===== config.mk =====
export PLATFORM = sky130hd
export DESIGN_NAME = pc_sequencer
export DESIGN_NICKNAME = d
export VERILOG_FILES = /design/src/rtl/pc_ctrl_pkg.sv /design/src/rtl/seq_delay_counter.sv /design/src/rtl/pc_sequencer.sv
export SDC_FILE = /design/constraint.sdc
export NUM_CORES = 1
export LEC_CHECK = 0
export BUFFER_PORTS_ARGS = -buffer_cell sky130_fd_sc_hd__buf_2
export CORE_AREA = 5 5 88 90
export CTS_CLUSTER_SIZE = 40
export DETAILED_ROUTE_END_ITERATION = 12
export DIE_AREA = 0 0 93 95
export PLACE_DENSITY = 0.63
export SKIP_CTS_REPAIR_TIMING = 1
export SLEW_MARGIN = 20
export SYNTH_ARGS = -nofsm -noshare
export SYNTH_HDL_FRONTEND = slang
export SYNTH_SLANG_ARGS = --single-unit

===== constraint.sdc =====
create_clock -name clk -period 4.3 [get_ports clk]
set_input_delay 0.215 -clock clk [delete_from_list [all_inputs] [get_ports clk]]
set_output_delay 0.215 -clock clk [all_outputs]
set_load 0.01 [all_outputs]

===== src/rtl/pc_ctrl_pkg.sv =====
// Shared control definitions for the PC sequencer and every block that
// drives or consumes the program counter select bus.
package pc_ctrl_pkg;

  // Sequencer FSM state encoding, visible on the state output.
  typedef enum logic [2:0] {
    ST_BOOT  = 3'd0,
    ST_RUN   = 3'd1,
    ST_STALL = 3'd2,
    ST_SLEEP = 3'd3,
    ST_WAKE  = 3'd4
  } seq_state_e;

  // Program counter source select. Codes are ordered so that a larger
  // numeric value is a higher-priority redirect; outranks() relies on this.
  typedef enum logic [1:0] {
    SEL_SEQ    = 2'b00,
    SEL_BRANCH = 2'b01,
    SEL_JUMP   = 2'b10,
    SEL_EXC    = 2'b11
  } pc_sel_e;

  // Pick the winning live redirect: exception > jump > branch > sequential.
  function automatic pc_sel_e resolve_redirect(input logic exc,
                                               input logic jump,
                                               input logic branch);
    if (exc) begin
      return SEL_EXC;
    end else if (jump) begin
      return SEL_JUMP;
    end else if (branch) begin
      return SEL_BRANCH;
    end
    return SEL_SEQ;
  endfunction

  // True when challenger has strictly higher priority than holder.
  function automatic logic outranks(input pc_sel_e challenger,
                                    input pc_sel_e holder);
    return challenger > holder;
  endfunction

endpackage


===== src/rtl/seq_delay_counter.sv =====
// Saturating down-counter shared by the BOOT and WAKE hold-off intervals.
// load takes priority over dec; dec stops at zero.
module seq_delay_counter #(
  parameter int               WIDTH       = 2,
  parameter logic [WIDTH-1:0] RESET_VALUE = '0
) (
  input  logic             clk,
  input  logic             rst,
  input  logic             load,
  input  logic [WIDTH-1:0] load_value,
  input  logic             dec,
  output logic             done
);

  logic [WIDTH-1:0] count;

  // Count register: reload on request, otherwise count down to zero.
  // NOTE: sequential state uses non-blocking assignments so every flop
  // samples pre-edge values regardless of block ordering.
  always_ff @(posedge clk or posedge rst) begin
    if (rst) begin
      count <= RESET_VALUE;
    end else if (load) begin
      count <= load_value;
    end else if (dec && (count != '0)) begin
      count <= count - WIDTH'(1);
    end
  end

  assign done = (count == '0);

endmodule


===== src/rtl/pc_sequencer.sv =====
// Program counter sequencer: boots, arbitrates redirects, holds one
// pending redirect across stalls, and manages sleep/wake. pc_en and
// pc_sel are decoded combinationally so the PC updates in the same cycle;
// flush and sleep_ack are registered.
module pc_sequencer
  import pc_ctrl_pkg::*;
#(
  parameter int PC_WIDTH    = 16,
  parameter int BOOT_CYCLES = 4,
  parameter int WAKE_CYCLES = 2
) (
  input  logic                clk,
  input  logic                rst,
  input  logic                fetch_ready,
  input  logic                stall_req,
  input  logic                branch_taken,
  input  logic [PC_WIDTH-1:0] branch_target,
  input  logic                jump_req,
  input  logic [PC_WIDTH-1:0] jump_target,
  input  logic                exc_req,
  input  logic [PC_WIDTH-1:0] exc_vector,
  input  logic                sleep_req,
  input  logic                wake_irq,
  output logic                pc_en,
  output logic [1:0]          pc_sel,
  output logic [PC_WIDTH-1:0] branch_target_o,
  output logic [PC_WIDTH-1:0] jump_target_o,
  output logic [PC_WIDTH-1:0] exc_vector_o,
  output logic                flush,
  output logic                sleep_ack,
  output logic [2:0]          state
);

  localparam int CNT_MAX = (BOOT_CYCLES > WAKE_CYCLES) ? BOOT_CYCLES : WAKE_CYCLES;
  localparam int CNT_W   = (CNT_MAX > 1) ? $clog2(CNT_MAX) : 1;
  localparam logic [CNT_W-1:0] BOOT_LOAD = CNT_W'(BOOT_CYCLES - 1);
  localparam logic [CNT_W-1:0] WAKE_LOAD = CNT_W'(WAKE_CYCLES - 1);

  seq_state_e          state_q;
  seq_state_e          state_d;
  pc_sel_e             pend_code_q;
  logic [PC_WIDTH-1:0] pend_target_q;
  pc_sel_e             live_code;
  logic [PC_WIDTH-1:0] live_target;
  pc_sel_e             merged_code;
  pc_sel_e             pc_sel_d;
  logic                exc_now;
  logic                pend_clear;
  logic                pend_capture;
  logic                cnt_load;
  logic [CNT_W-1:0]    cnt_load_val;
  logic                cnt_dec;
  logic                cnt_done;

  seq_delay_counter #(
    .WIDTH       (CNT_W),
    .RESET_VALUE (BOOT_LOAD)
  ) u_delay (
    .clk        (clk),
    .rst        (rst),
    .load       (cnt_load),
    .load_value (cnt_load_val),
    .dec        (cnt_dec),
    .done       (cnt_done)
  );

  // Resolve the live redirect and its target address.
  always_comb begin
    live_code = resolve_redirect(exc_req, jump_req, branch_taken);
    case (live_code)
      SEL_EXC:    live_target = exc_vector;
      SEL_JUMP:   live_target = jump_target;
      SEL_BRANCH: live_target = branch_target;
      default:    live_target = '0;
    endcase
  end

  // A held redirect is only displaced by a strictly higher-priority one.
  assign merged_code = outranks(live_code, pend_code_q) ? live_code : pend_code_q;

  // Exceptions, live or held from sleep, bypass any stall.
  assign exc_now = exc_req || (pend_code_q == SEL_EXC);

  // Next-state, PC enable/select and pending/counter control decode.
  // NOTE: every signal gets a default before the case so no path leaves a
  // value unassigned, which would otherwise infer a latch.
  always_comb begin
    state_d      = state_q;
    pc_en        = 1'b0;
    pc_sel_d     = SEL_SEQ;
    pend_clear   = 1'b0;
    pend_capture = 1'b0;
    cnt_load     = 1'b0;
    cnt_load_val = '0;
    cnt_dec      = 1'b0;
    case (state_q)
      ST_BOOT: begin
        cnt_dec = 1'b1;
        if (cnt_done) state_d = ST_RUN;
      end
      ST_RUN, ST_STALL: begin
        if (exc_now) begin
          pc_en      = 1'b1;
          pc_sel_d   = SEL_EXC;
          pend_clear = 1'b1;
          state_d    = ST_RUN;
        end else if (stall_req || !fetch_ready) begin
          pend_capture = 1'b1;
          state_d      = ST_STALL;
        end else if ((state_q == ST_RUN) && sleep_req && (merged_code == SEL_SEQ)) begin
          // Sleep entry issues no fetch; the core goes quiet immediately.
          state_d = ST_SLEEP;
        end else begin
          pc_en      = 1'b1;
          pc_sel_d   = merged_code;
          pend_clear = 1'b1;
          state_d    = ST_RUN;
        end
      end
      ST_SLEEP: begin
        // Only an exception is worth remembering across the wake-up.
        pend_capture = exc_req;
        if (wake_irq || exc_req) begin
          state_d      = ST_WAKE;
          cnt_load     = 1'b1;
          cnt_load_val = WAKE_LOAD;
        end
      end
      ST_WAKE: begin
        // Redirects arriving while waking are held for the first RUN cycle.
        pend_capture = 1'b1;
        cnt_dec      = 1'b1;
        if (cnt_done) state_d = ST_RUN;
      end
      default: begin
        state_d      = ST_BOOT;
        cnt_load     = 1'b1;
        cnt_load_val = BOOT_LOAD;
      end
    endcase
  end

  // FSM state, pending redirect and registered status outputs.
  always_ff @(posedge clk or posedge rst) begin
    if (rst) begin
      state_q       <= ST_BOOT;
      pend_code_q   <= SEL_SEQ;
      pend_target_q <= '0;
      flush         <= 1'b0;
      sleep_ack     <= 1'b0;
    end else begin
      state_q   <= state_d;
      sleep_ack <= (state_d == ST_SLEEP);
      flush     <= pc_en && (pc_sel_d != SEL_SEQ);
      if (pend_clear) begin
        pend_code_q <= SEL_SEQ;
      end else if (pend_capture && outranks(live_code, pend_code_q)) begin
        pend_code_q   <= live_code;
        pend_target_q <= live_target;
      end
    end
  end

  assign pc_sel = pc_sel_d;
  assign state  = state_q;

  // Targets show the held address for a pending code, else the live input;
  // all are forced to zero while reset is asserted.
  assign branch_target_o = rst ? '0 :
                           (pend_code_q == SEL_BRANCH) ? pend_target_q : branch_target;
  assign jump_target_o   = rst ? '0 :
                           (pend_code_q == SEL_JUMP) ? pend_target_q : jump_target;
  assign exc_vector_o    = rst ? '0 :
                           (pend_code_q == SEL_EXC) ? pend_target_q : exc_vector;

endmodule


# [Word level (Yosys, flattened, before mapping)]
# Cells that the tools add are included.
[totals] regBits=25 output_inout_bits=56 elab_cells=81
[op_classes] addsub=1 magnitude_cmp=1 eq_ne=11 n_mux=41 bitwise=1 n_reduce_logical=20
[ops] op="2-to-1 mux 16 bit" count=6
[ops] op="case mux 16 bit (3 select lines)" count=1
[ops] op="2-to-1 mux 2 bit" count=16
[ops] op="2-to-1 mux 1 bit" count=12
[ops] op="equality test 3 x 2 -> 1 bit (second input constant)" count=3
[ops] op="case mux 3 bit (3 select lines)" count=1
[ops] op="equality test 2 bit (second input constant)" count=4
[ops] op="nonzero test 2 bit" count=4
[ops] op="2-to-1 mux 3 bit" count=2
[ops] op="logical AND 1 bit" count=5
[ops] op="equality test 2 x 1 -> 1 bit (second input constant)" count=2
[ops] op="zero test 2 bit" count=2
[ops] op="case mux 2 bit (2 select lines)" count=1
[ops] op="OR reduction 2 bit" count=2
[ops] op="OR reduction 4 bit" count=1
[ops] op="equality test 3 x 1 -> 1 bit (second input constant)" count=1
[ops] op="equality test 3 bit (second input constant)" count=1
[ops] op="zero test 3 bit" count=1
[ops] op="logical OR 1 bit" count=3
[ops] op="case mux 1 bit (3 select lines)" count=1
[ops] op="> comparator 2 bit" count=1
[ops] op="case mux 1 bit (2 select lines)" count=1
[ops] op="AND reduction 2 bit" count=1
[ops] op="subtractor 2 x 1 -> 2 bit (second input constant)" count=1
[ops] op="other kinds (2)" count=2

# [Longest topological paths before layout]
# Gate-level depths: netlist (run 1).
[depth] ltp_word=14 depth_mapped=13 mapped_depth_nobuf=8

# [Modules after synthesis]
# From an unflattened synthesis (run 1), not the netlist that was laid out.
[unflattened] cells_unflattened=329 hier_area_um2=2247.2
[by_module_without_submodules] module="pc_sequencer" instances=1 cells_each=316 area_each_um2=2109.5 seq_area_each_um2=575.6
[by_module_without_submodules] module="seq_delay_counter" instances=1 cells_each=13 area_each_um2=137.6 seq_area_each_um2=52.6

# [Least setup slack after synthesis (run 1)]
# OpenSTA, ideal clock, no wires.
[synth_timing] path_type="input to register" start="input port jump_req" end="register pend_code_q[1]" setup_ns=0.092 arrival_time_ns=2.280 t_required_ns=4.208 slack_ns=1.928 stages=11 n_path_buf=3 cell_sequence="buf_4 nor2b_2 buf_6 clkbuf_1 nor2_1 ha_1 o21ba_2 or4_4 a21oi_4 nor2_1 o31ai_2"
[synth_between] elab_chain_cells=12 word_cells_on_any_way=17
[synth_lines] item="from (decl)" line_no="pc_sequencer.sv:18" text="input logic jump_req,"
[synth_lines] item="2-to-1 mux 2 bit / 2-to-1 mux 1 bit (equally long branches)" line_no="pc_ctrl_pkg.sv:29" text="end else if (jump) begin"
[synth_lines] item="2-to-1 mux 2 bit / 2-to-1 mux 1 bit (equally long branches)" line_no="pc_ctrl_pkg.sv:27" text="if (exc) begin"
[synth_lines] item="2-to-1 mux 2 bit (*)" line_no="pc_ctrl_pkg.sv:34" text="return SEL_SEQ;"
[synth_lines] item="> comparator 2 bit" line_no="pc_ctrl_pkg.sv:40" text="return challenger > holder;"
[synth_lines] item="2-to-1 mux 2 bit (*)" line_no="pc_sequencer.sv:79" text="assign merged_code = outranks(live_code, pend_code_q) ? live_code : pend_code_q;"
[synth_lines] item="zero test 2 bit (*)" line_no="pc_sequencer.sv:110" text="end else if ((state_q == ST_RUN) && sleep_req && (merged_code == SEL_SEQ)) begin"
[synth_lines] item="logical AND 1 bit (*)" line_no="pc_sequencer.sv:110"
[synth_lines] item="2-to-1 mux 1 bit (*) (4 in series)"
[synth_lines] item="net pc_en" line_no="pc_sequencer.sv:24" text="output logic pc_en,"
[synth_lines] item="2-to-1 mux 2 bit / nonzero test 2 bit (equally long branches)"
[synth_lines] item="to (signal assigned)" line_no="pc_sequencer.sv:158" text="pend_code_q <= live_code;"
[synth_lines] item="to (decl)" line_no="pc_sequencer.sv:41" text="pc_sel_e pend_code_q;"
# The timed path passes the listed nets; every way through them passes the cells marked *. The select of a mux whose other input is x is not followed.
# A chain may end at the register's enable or synchronous reset.

# [Final worst setup path (run 1)]
[layout_timing] start="register pend_code_q[1]" end="register pend_target_q[5]"
[layout_between] elab_chain_cells=10 word_cells_on_any_way=15
[layout_lines] item="> comparator 2 bit" line_no="pc_ctrl_pkg.sv:40"
[layout_lines] item="2-to-1 mux 2 bit" line_no="pc_sequencer.sv:79"
[layout_lines] item="zero test 2 bit" line_no="pc_sequencer.sv:110"
[layout_lines] item="logical AND 1 bit" line_no="pc_sequencer.sv:110"
[layout_lines] item="2-to-1 mux 1 bit" line_no="pc_sequencer.sv:110"
[layout_lines] item="2-to-1 mux 1 bit" line_no="pc_sequencer.sv:107" text="end else if (stall_req || !fetch_ready) begin"
[layout_lines] item="2-to-1 mux 1 bit" line_no="pc_sequencer.sv:102" text="if (exc_now) begin"
[layout_lines] item="2-to-1 mux 1 bit" line_no="pc_sequencer.sv:96" text="case (state_q)"
[layout_lines] item="inverter 1 bit (no source line)"
[layout_lines] item="AND reduction 2 bit (no source line) (*)"
[layout_lines] item="to (signal assigned)" line_no="pc_sequencer.sv:159" text="pend_target_q <= live_target;"
[layout_lines] item="to (decl)" line_no="pc_sequencer.sv:42" text="logic [PC_WIDTH-1:0] pend_target_q;"
# Mark *: on every way between the ends. The rest lies on a longest branch, timed or not.

==> results of run 1 <==
## sequential cells by signal (all words and copies together), names as in the netlist
| signal | flops |
|---|---|
| pend_code_q | 2 |
| sleep_ack | 1 |
| state | 3 |
| u_delay.count | 2 |
| flush | 1 |
| pend_target_q | 16 |
## synth_stat cells, drive strengths merged
cell / instances
nand3: 1
a211o: 1
o311ai: 1
o31a: 1
ha: 4
o311a: 1
dfrtp: 23
o31ai: 2
and2b: 1
o21ai: 24
mux2: 16
and3b: 1
o21a: 1
nand2: 120
a21o: 2
nor4: 1
a21oi: 53
nor2: 15
and2: 1
nor2b: 3
inv: 5
nor3: 3
o211ai: 2
o21ba: 1
a22oi: 18
or4: 1
dfstp: 2
clkbuf: 21
mux2i: 1
nand2b: 4
buf: 7
## metrics by stage
step           worst slack [ns]  std cells  total power [mW]  hold WS, ns
6_report                  1.588        509             1.580       0.2353
5_1_grt                   1.422        509             1.720       0.2616
4_1_cts                   1.598        509             1.589       0.2314
3_5_place_dp              1.333        505             1.442       0.5267
3_3_place_gp              1.421        505             1.419       0.5097
2_1_floorplan             1.928        337             1.164       0.3815
## worst paths after layout
check | from | to | slack [ns] | depth (start not counted)
worst max-delay path | pend_code_q[1]$_DFFE_PP0P_ | pend_target_q[5]$_DFFE_PP0P_ | 1.59 | 6
worst min-delay path | wake_irq | sleep_ack$_DFF_PP0_ | 0.24 | 4
worst max register to register | pend_code_q[1]$_DFFE_PP0P_ | pend_target_q[5]$_DFFE_PP0P_ | 1.59 | 6
worst min register to register | u_delay.count[0]$_DFFE_PP1P_ | u_delay.count[0]$_DFFE_PP1P_ | 0.54 | 2
max in group asynchronous | rst | pend_target_q[3]$_DFFE_PP0P_ | 3.39 | 2
min in group asynchronous | rst | pend_target_q[8]$_DFFE_PP0P_ | 0.47 | 2
## power by group through the flow
stage,sequential [mW],clock (mW),combinational (mW)
final,0.496,0.144,0.940
after global routing,0.520,0.162,1.04
after global placement,0.494,0,0.925
after detailed placement,0.497,0,0.945
after CTS,0.494,0.149,0.946
after floorplan,0.440,0,0.724
## tightest hold or removal path, cell delays in order
cell and delay (ns):
buf_2 0.10, nor2_1 0.04, nand2_1 0.05, a21oi_1 0.06
## cells by family after synthesis
| group | after synthesis | synth area share, % |
|---|---|---|
| simple gates | 151 | 27.10 |
| flops | 25 | 27.15 |
| fa+ha+maj | 4 | 2.163 |
| mux | 17 | 9.357 |
| buf+inv | 33 | 6.436 |
| compound gates | 107 | 27.80 |
## area by class of cell
| type | instances | area, um^2 | share of cell area (%) |
|---|---|---|---|
| inverters | 5 | 18.77 | 0.6452 |
| well taps | 82 | 102.6 | 3.527 |
| repair buffers | 114 | 575.6 | 19.78 |
| multi-input cells | 279 | 1539 | 52.90 |
| flip-flops and latches | 25 | 628.1 | 21.59 |
| clock buffers | 4 | 45.04 | 1.548 |
## routing by layer
layer  vias up  GRT usage, %
li1       1331             -
met1      1226         22.79
met2       123         29.45
met3         6         3.745
met4         0         2.442
met5         -             0
==> out/summary.txt, run 1 <==
Worst Path Buf+Inv: 1
FILL cells: 752
DR iter-0 viols: 164
Critical Path RT: 4.46 ns
Die Wd: 93 um
Commonest cells after routing, fill and taps aside: nand2_1, buf_2, a21oi_1
Crit path launch type: flip-flop
M1 WL: 3339 um
Clock sink count: 25
IO buf count: 112
Leak: 1.490 nW
First-pass GRT wire length: 12250 um
Final Cycle Share: 63.07%
Final setup violation count: 0
Switch share: 47.30%
Total wire length: 7983 um
Crit end category: flip-flop
CP peak stage delay: 0.92 ns
WL met3: 626 um
Antenna cell count: 0
Total Die Area: 0.008835 mm^2
VDD IR-drop max: 0.2997 mV
Worst-skew pair later-pin latency: 0.27 ns
Max cap viols: 0
WL met2: 3966 um
Leading area contributor after synthesis: dfrtp_1
Sum Neg Setup Slack: 0 ns
Routability cong.: 0.8025
Worst-path clk slew: 0.09 ns
Part of the power in the clock network: 9.1%
Final nets: 489
Worst Tran Pin Value: 1.116 ns
P_int: 0.8327 mW
Root Buffer: clkbuf_8
Area Growth Syn to Fin: 25.74%
Register bit total from synthesis: 25
CP max stage cell: o311a_1
Tmin final: 2.712 ns
Core ar.: 0.006982 mm^2
Cells after synthesis: 337
CP top delay family: compound AO/OA/AOI/OAI gates
Fmax: 368.8 MHz
Worst hold path class: in2reg
Post-DR wirelength/cell: 15.68 um
Largest net degree at the start of global routing: 50
Final setup skew: 0.001296 ns
Top routing layer used: met4
Num ports: 113
Grt ovf: 0
Net Switching: 0.7474 mW
Vias per cell: 5.277
Synth top area cells: dfrtp_1, nand2_1, a21oi_1
DRC Markers: 0
Mapped cell area: 0.002313 mm^2
DR vias: 2686
Initial Util: 33.14%
Max-slew headroom: 25.59%
Per-instance average area after synthesis: 6.865 um^2
Max-slew violations: 0
Area after DPL: 0.002864 mm^2
Seq/Total Area, Yosys: 27.15%
DP Wirelength: 5885 um
H-Tree Depth: 1
Status: complete, no violations
Clk buf depth: 2
Gr usage total: 17.20%
Worst Path Arrival: 2.87 ns
Post-route design area: 0.002909 mm^2
Ys Warns: 0
Hold Vio Cnt, Final: 0
Post-Syn Nets: 398
Initial antenna violation count: 0
Die height: 95 um
Crit path kind: reg2reg
Share of cells above drive strength 1: 31.85%
Worst-path fanout max: 19
Yosys cell types: 42
Commonest non-fill, non-tap cell in the layout: nand2_1
Vias in the first global route: 2402
Antenna viol nets, final: 0
PwrDens: 543.2 mW/mm^2
Drt first pass iters: 5
Unrepaired setup endpoints after global routing: false
Share of the synthesized area in the top cell type: 24.88%
Rows: 31
Seq pwr share: 31.4%
CTS tree: built
Total CTS buffers: 3
Worst path cell trace: inv_1 > ha_1 > o21ba_2 > nor2_1 > o311a_1 > mux2_1
Final Core Density: 41.67%
Gate power share: 59.5%
No activity file was read; power rests on OpenSTA's default activity.
==> inputs of run 2 (changes only) <==
--- a/config.mk
+++ b/config.mk
@@ -10,7 +10,7 @@
 export CTS_CLUSTER_SIZE = 40
 export DETAILED_ROUTE_END_ITERATION = 12
 export DIE_AREA = 0 0 93 95
-export PLACE_DENSITY = 0.63
+export PLACE_DENSITY = 0.65
 export SKIP_CTS_REPAIR_TIMING = 1
 export SLEW_MARGIN = 20
 export SYNTH_ARGS = -nofsm -noshare
==> constraint.sdc (replaced) <==
create_clock -name clk -period 2.4 [get_ports clk]
set_input_delay 0.12 -clock clk [delete_from_list [all_inputs] [get_ports clk]]
set_output_delay 0.12 -clock clk [all_outputs]
set_load 0.01 [all_outputs]
==> out/summary.txt, run 2 (synthesis results as in run 1) <==
Status: complete, no violations
First-pass GRT wire length: 12680 um
Fmax: 438.1 MHz
Unrepaired setup endpoints after global routing: false
Worst-skew pair later-pin latency: 0.27 ns
VDD IR-drop max: 0.4750 mV
Total CTS buffers: 3
PwrDens: 975.5 mW/mm^2
GR met3 Demand/Resource: 3.745%
Root Buffer: clkbuf_8
DRC Markers: 0
Final Cycle Share: 95.12%
Worst Path Arrival: 2.16 ns
Worst setup margin: 0.1172 ns
Hold Vio Cnt, Final: 0
Max-slew violations: 0
Max-slew headroom: 42.55%
Num ports: 113
Final nets: 505
Most flops, register: pend_target_q
R2R depth: 8
Leak: 1.573 nW
Crit path kind: reg2out
Drt first pass iters: 4
Area after DPL: 0.002952 mm^2
Tmin final: 2.283 ns
Vias per cell: 5.236
Post-DR wirelength/cell: 15.49 um
Pre-CTS WS: 0.1850 ns
Crit path launch type: flip-flop
Routability cong.: 0.8067
Worst-path fanout max: 10
Grt met1 use: 23.74%
Final setup violation count: 0
Clk buf depth: 2
Die Wd: 93 um
Grt ovf: 0
Die height: 95 um
Max cap viols: 0
Initial Util: 33.14%
Worst-path clk slew: 0.10 ns
Met2 GRT Util: 30.35%
Commonest cells after routing, fill and taps aside: nand2_1, buf_2, a21oi_1
Total wire length: 8147 um
Final setup skew: 0.008503 ns
DR vias: 2754
Vias in the first global route: 2575
Hold Slack: 0.1401 ns
Crit end category: output port
Post-route design area: 0.003035 mm^2
Share of cells above drive strength 1: 34.76%
Gr usage total: 17.99%
Hold Path Stages: 4
Total Die Area: 0.008835 mm^2
Initial antenna violation count: 1
Clock sink count: 25
Antenna viol nets, final: 0
Commonest non-fill, non-tap cell in the layout: nand2_1
DP Wirelength: 5975 um
IO buf count: 112
H-Tree Depth: 1
CTS tree: built
Largest net degree at the start of global routing: 50
Core ar.: 0.006982 mm^2
Worst Tran Pin Value: 0.8618 ns
Rows: 31
Worst hold path class: in2reg
Final Core Density: 43.48%
Max reg flops: 16
Area Growth Syn to Fin: 31.21%
Top Usage Layer GRT: met2
DR iter-0 viols: 178
Critical Path RT: 2.28 ns
[run 2: cell count changes in the layout (fill, tap and decap cells not counted)]
cell	before	now
dfrtp_2	0	1
clkinv_1	1	0
buf_4	2	18
inv_4	0	1
diode_2	0	1
dfrtp_1	23	22
[run 2: per-layer routing]
layer | share of wire, % | vias up
li1 | - | 1366
met1 | 43 | 1280
met2 | 49 | 102
met3 | 7.3 | 6
met4 | 0.77 | 0
met5 | 0 | -
[run 2: final cells by class]
cell class	count	area (um^2)
diodes	1	2.502
clock buffers	4	45.04
fillers	753	3946
inverters	5	21.27
multi-input cells	279	1539
flip-flops and latches	25	629.4
well taps	82	102.6
repair buffers	130	695.7
[run 2: worst paths after layout]
| path | startpoint | endpoint | slack (ns) |
|---|---|---|---|
| max | pend_code_q[0]$_DFFE_PP0P_ | pc_en | 0.12 |
| min reg2reg | u_delay.count[0]$_DFFE_PP1P_ | u_delay.count[0]$_DFFE_PP1P_ | 0.54 |
| max reg2reg | pend_code_q[0]$_DFFE_PP0P_ | state[1]$_DFF_PP0_ | 0.15 |
| max in group asynchronous | rst | u_delay.count[1]$_DFFE_PP1P_ | 1.66 |
| min in group asynchronous | rst | pend_target_q[5]$_DFFE_PP0P_ | 0.20 |
| min | wake_irq | sleep_ack$_DFF_PP0_ | 0.14 |
[run 2: worst max-delay path, cell delays in order (launching register included)]
cell     delay (ns)
dfrtp_1        0.49
ha_1           0.32
nor2b_1        0.16
or4_4          0.52
a21oi_4        0.20
nor2_2         0.07
buf_2          0.14
[run 2: power by group]
part	switching (mW)	total (mW)	leakage (nW)	internal, mW
registers	0.248	0.883	0.311	0.635
logic	0.979	1.82	1.24	0.838
clock network	0.142	0.261	0.0228	0.119
[run 2: metrics by stage]
step	TNS (ns)	std cells	total power, mW
after floorplan	0	337	2.086
after global placement	0	517	2.623
after detailed placement	0	517	2.661
after CTS	-0.1242	521	2.928
after global routing	0	526	3.247
final	0	526	2.961
